[src/rtl/zone_seq_tx.sv]
// zone_seq_tx: repeating MSB-first serial pattern transmitter.
// Emits L bits of a captured word rptCnt+1 times with a one-bit gap between them.
module zone_seq_tx #(
  parameter int BIT_DIV = 4
) (
  input  logic       clk1,
  input  logic       clear_n,
  input  logic       start,
  input  logic       abort,
  input  logic [7:0] patIn,
  input  logic [2:0] patLen,
  input  logic [3:0] rptCnt,
  output logic       dIout,
  output logic       dSout,
  output logic       busy,
  output logic       done
);

  localparam int CW = (BIT_DIV > 2) ? $clog2(BIT_DIV) : 1;
  localparam logic [CW-1:0] LAST = CW'(BIT_DIV - 1);
  localparam logic [CW-1:0] PRE  = CW'(BIT_DIV - 2);

  typedef enum logic [1:0] {
    IDLE,
    SHIFT,
    GAP
  } state_t;

  state_t        state;
  logic [CW-1:0] cnt;
  logic [2:0]    bidx;
  logic [2:0]    top;
  logic [3:0]    rep;
  logic [7:0]    pat;
  logic [2:0]    len_m1;

  // patLen 0 means 8 bits, so index of the first bit wraps to 7
  assign len_m1 = patLen - 3'd1;

  // sequencer: all outputs are registered from next-state decisions
  always_ff @(posedge clk1 or negedge clear_n) begin
    if (!clear_n) begin
      state <= IDLE;
      cnt   <= '0;
      bidx  <= '0;
      top   <= '0;
      rep   <= '0;
      pat   <= '0;
      dIout <= 1'b0;
      dSout <= 1'b0;
      busy  <= 1'b0;
      done  <= 1'b0;
    end else if (abort) begin
      state <= IDLE;
      cnt   <= '0;
      bidx  <= '0;
      rep   <= '0;
      dIout <= 1'b0;
      dSout <= 1'b0;
      busy  <= 1'b0;
      done  <= 1'b0;
    end else begin
      done  <= 1'b0;
      dSout <= 1'b0;
      case (state)
        IDLE: begin
          dIout <= 1'b0;
          busy  <= 1'b0;
          if (start) begin
            pat   <= patIn;
            top   <= len_m1;
            rep   <= rptCnt;
            bidx  <= len_m1;
            cnt   <= '0;
            state <= SHIFT;
            busy  <= 1'b1;
            dIout <= patIn[len_m1];
          end
        end
        SHIFT: begin
          if (cnt == LAST) begin
            cnt <= '0;
            if (bidx != 3'd0) begin
              bidx  <= bidx - 3'd1;
              dIout <= pat[bidx - 3'd1];
            end else if (rep != 4'd0) begin
              rep   <= rep - 4'd1;
              state <= GAP;
              dIout <= 1'b0;
            end else begin
              state <= IDLE;
              busy  <= 1'b0;
              done  <= 1'b1;
              dIout <= 1'b0;
            end
          end else begin
            cnt   <= cnt + 1'b1;
            dSout <= (cnt == PRE);
          end
        end
        GAP: begin
          if (cnt == LAST) begin
            cnt   <= '0;
            bidx  <= top;
            state <= SHIFT;
            dIout <= pat[top];
          end else begin
            cnt <= cnt + 1'b1;
          end
        end
        default: begin
          state <= IDLE;
          busy  <= 1'b0;
          dIout <= 1'b0;
        end
      endcase
    end
  end

endmodule

[config.mk]
export PLATFORM = sky130hd
export DESIGN_NAME = zone_seq_tx
export DESIGN_NICKNAME = d
export VERILOG_FILES = /design/src/rtl/zone_seq_tx.sv
export SDC_FILE = /design/constraint.sdc
export NUM_CORES = 1
export LEC_CHECK = 0
export ABC_AREA = 0
export CAP_MARGIN = 25
export CORE_UTILIZATION = 39
export CTS_CLUSTER_DIAMETER = 40
export DETAILED_ROUTE_END_ITERATION = 10
export PLACE_DENSITY = 0.64
export SYNTH_ARGS = -nofsm -noshare
export SYNTH_HDL_FRONTEND = slang
export SYNTH_SLANG_ARGS = --single-unit
[constraint.sdc]
create_clock -name clk1 -period 4.65 [get_ports clk1]
set_clock_uncertainty 0.2 [all_clocks]
set_input_delay 0.93 -clock clk1 [delete_from_list [all_inputs] [get_ports clk1]]
set_output_delay 0.93 -clock clk1 [all_outputs]
set_load 0.03 [all_outputs]
==> results.yml <==
routing:
  drtIter0Drc: 91
  ant_nets: 0
  wl_per_cell_um: 14.9
  drtPass1Iterations: 6
  vias: 1278
  drt_wl_total_um: 3530
  via_per_inst: 5.42
  drc: 0
die:
  initial_core_util: 0.411
  std_cell_rows: 23
  coreArea_sq_um: 4060
  ios: 23
  die_width_um: 67.4
  dieArea_sq_um: 4540
  fp.dieH_um: 67.4
setup_path:
  crit_slowest_cell: "clkdlybuf4s50_1"
  crit_chain: "clkdlybuf4s50_1, inv_1, ha_1, mux4_2, a22o_1, o31a_1"
  reg2reg_depth: 6
  worst_ep_arrival_time_ns: 2.75
  worst-setup-path-type: "in -> reg"
  crit_required_ns: 4.62
  crit_path_max_fanout: 5
  crit_path_end_kind: "register"
  slowest_delay_ns: 0.59
  start_kind: "primary input"
timing:
  worst_pin_slew_ns: 0.613
  max_clock_freq_mhz: 360
  grt_setup_unrepaired: "no"
  hold_viol_final: 0
  tns_ns: 0
  slew_viol_final: 0
  setup_viol: 0
  slew_headroom: 0.590
  layout_min_cycle_time_ns: 2.78
  fin_crit_sh: 0.598
  hold_ws_ns: 0.340
layout:
  n_antenna_cell: 0
  nets: 217
  fill_cells: 367
  drive_gt1_frac: 0.129
  stdcell_area_sq_um: 1990
  multiInputGateArea_sq_um: 932
  area.sequential_sq_um: 651
  area_delta_synth_final_pct: 19.5
  finalNonFillerCells: 236
  final_util: 0.491
pwr:
  ir_drop_mv: 0.233
  intPower_mw: 0.715
  p_clk_frac: 0.124
  swShare: 0.409
  pwr_density_cell_nw_per_um2: 607
  p_sw_mw: 0.495
  seq_power_share: 0.339
  leakagePower_nw: 0.855
  comb_power_share: 0.538
logic_synthesis:
  ys_seq_elements: 26
  yosys_warnings: 0
  ys_types: 42
  syn_area_sq_um: 1670
  ys_seq_area_frac: 0.390
  synth_fp_nets: 194
  syn-instance-count: 164
  syn_avg_cell_area_sq_um: 10.2
placed_design:
  gp_congestion: 0.811
  dpl.hpwl_um: 2700
  place_area_sq_um: 1940
  dp.cells: 232
  io_buffers: 22
cts:
  hold_buffers: 0
  numCtsBuffers: 3
  cts_root_buf: "clkbuf_8"
  cts_max_level: 1
  cts.reportedPaths.clkPinSlew_ns: 0.09
  clockBufferDepth: 2
  postCtsSetupBuffers: 0
  tritoncts: "yes"
  post_cts_resize_count: 0
  insertion_delay_ns: 0.27
  clkSinkCount: 26
grt:
  grt_max_degree: 17
  grt_pass1_wl_um: 6050
  gr-usage-all-layers: 0.181
  grt_pass1_vias: 1315
  antenna_found_initial: 0
  grt-ovfl-total: 0
worst_hold_path:
  whs_path_depth: 2
  hold_class: "reg -> reg"
flow_run:
  drv_cap: 0
status:
  status: "finished, final reports clean"
## cells in the final DEF, fill, tap and decap left out, types with 2 or more instances in the layout
master and instances:
dfrtp_1 26, a31oi_1 3, o21bai_1 2, nand2b_1 6, nor2b_1 3, a21oi_1 8
mux2i_1 6, clkdlybuf4s50_1 22, o2111ai_1 2, o21ai_0 6, or3_1 4, nand2_1 13
nand3_1 3, clkbuf_8 4, inv_1 13, nor2_1 14, mux2_2 10, ha_1 11
a311oi_1 2, mux4_2 5
## cell type report
type	count	area share
multi-input cells	119	0.468
repair buffers	24	0.122
inverters	13	0.0245
flip-flops and latches	26	0.327
clock buffers	4	0.0276
well taps	50	0.0314
## state kept, by name, summed over array words and instances, names as in the netlist
name / flops
bidx: 3
cnt: 2
rep: 4
state: 2
dIout: 1
top: 3
busy: 1
dSout: 1
pat: 8
done: 1
## metrics by stage
step                      setup slack [ns]  power, mW
after floorplan                       2.31      0.906
after global placement                1.65       1.04
after detailed placement              1.58       1.06
after CTS                             1.88       1.22
after global routing                  1.81       1.32
final                                 1.87       1.21
## power by group through the flow
stage | Combinational [mW] | Clock (mW) | Sequential, mW
after floorplan | 0.507 | 0 | 0.400
after global placement | 0.625 | 0 | 0.410
after detailed placement | 0.646 | 0 | 0.415
after CTS | 0.649 | 0.157 | 0.410
after global routing | 0.730 | 0.164 | 0.425
final | 0.650 | 0.150 | 0.410
## synth_stat cells (all sizes together)
cell type | n | area share
buf | 5 | 0.019
inv | 13 | 0.029
a22o | 1 | 0.0053
o21ai | 7 | 0.021
a2bb2oi | 1 | 0.0053
a311oi | 2 | 0.011
o21bai | 2 | 0.0090
nor2b | 3 | 0.011
nand3b | 1 | 0.0045
xnor2 | 1 | 0.0053
nand4 | 1 | 0.0038
nand2b | 6 | 0.023
or2 | 1 | 0.0038
and4 | 1 | 0.0053
or4 | 1 | 0.0045
dfrtp | 26 | 0.39
xor2 | 1 | 0.0053
nand2 | 13 | 0.029
a31oi | 3 | 0.011
nor3b | 1 | 0.0075
a21bo | 1 | 0.0060
ha | 11 | 0.083
or3 | 4 | 0.015
o211ai | 1 | 0.0045
a31o | 1 | 0.0053
nor3 | 1 | 0.0030
mux2i | 6 | 0.036
clkbuf | 1 | 0.0023
o211a | 1 | 0.0060
nor2 | 14 | 0.032
o31a | 1 | 0.0053
a211oi | 1 | 0.0045
nand3 | 3 | 0.0090
o31ai | 1 | 0.0045
mux2 | 10 | 0.068
o2111ai | 2 | 0.011
o2bb2ai | 1 | 0.0053
o21ba | 1 | 0.0060
a21oi | 8 | 0.024
mux4 | 5 | 0.068
## metal layers
layer  GRT usage  wire, um  up-vias
li1            -         -      626
met1       0.229      1620      622
met2       0.310      1760       26
met3      0.0220        95        4
met4      0.0745        51        0
met5           0         0        -
## critical path: cells and delay by family
kind	cells	cell delay, ns
buffers and inverters	2	0.66
AO/OA/AOI/OAI	2	0.50
adder cells (fa/ha/maj)	1	0.35
multiplexers	1	0.30
## cells by family after synthesis
| logic type | count (synthesis) | share of synthesized area |
|---|---|---|
| compound gates | 35 | 0.144 |
| xor+xnor | 2 | 0.0105 |
| fa+ha+maj | 11 | 0.0826 |
| buf+inv | 19 | 0.0503 |
| flops | 26 | 0.390 |
| mux | 21 | 0.171 |
| simple gates | 50 | 0.151 |
## path summary, 6_finish.rpt
| kind | startpoint | end | slack (ns) |
|---|---|---|---|
| max | patLen[0] | dIout | 1.87 |
| max in group asynchronous | clear_n | pat[6] | 2.92 |
| max reg2reg | state[1] | bidx[1] | 2.44 |
| min in group asynchronous | clear_n | busy | 0.83 |
| min reg2reg | top[1] | top[1] | 0.34 |
| min | top[1] | top[1] | 0.34 |
Power figures use the tool's default switching activity.
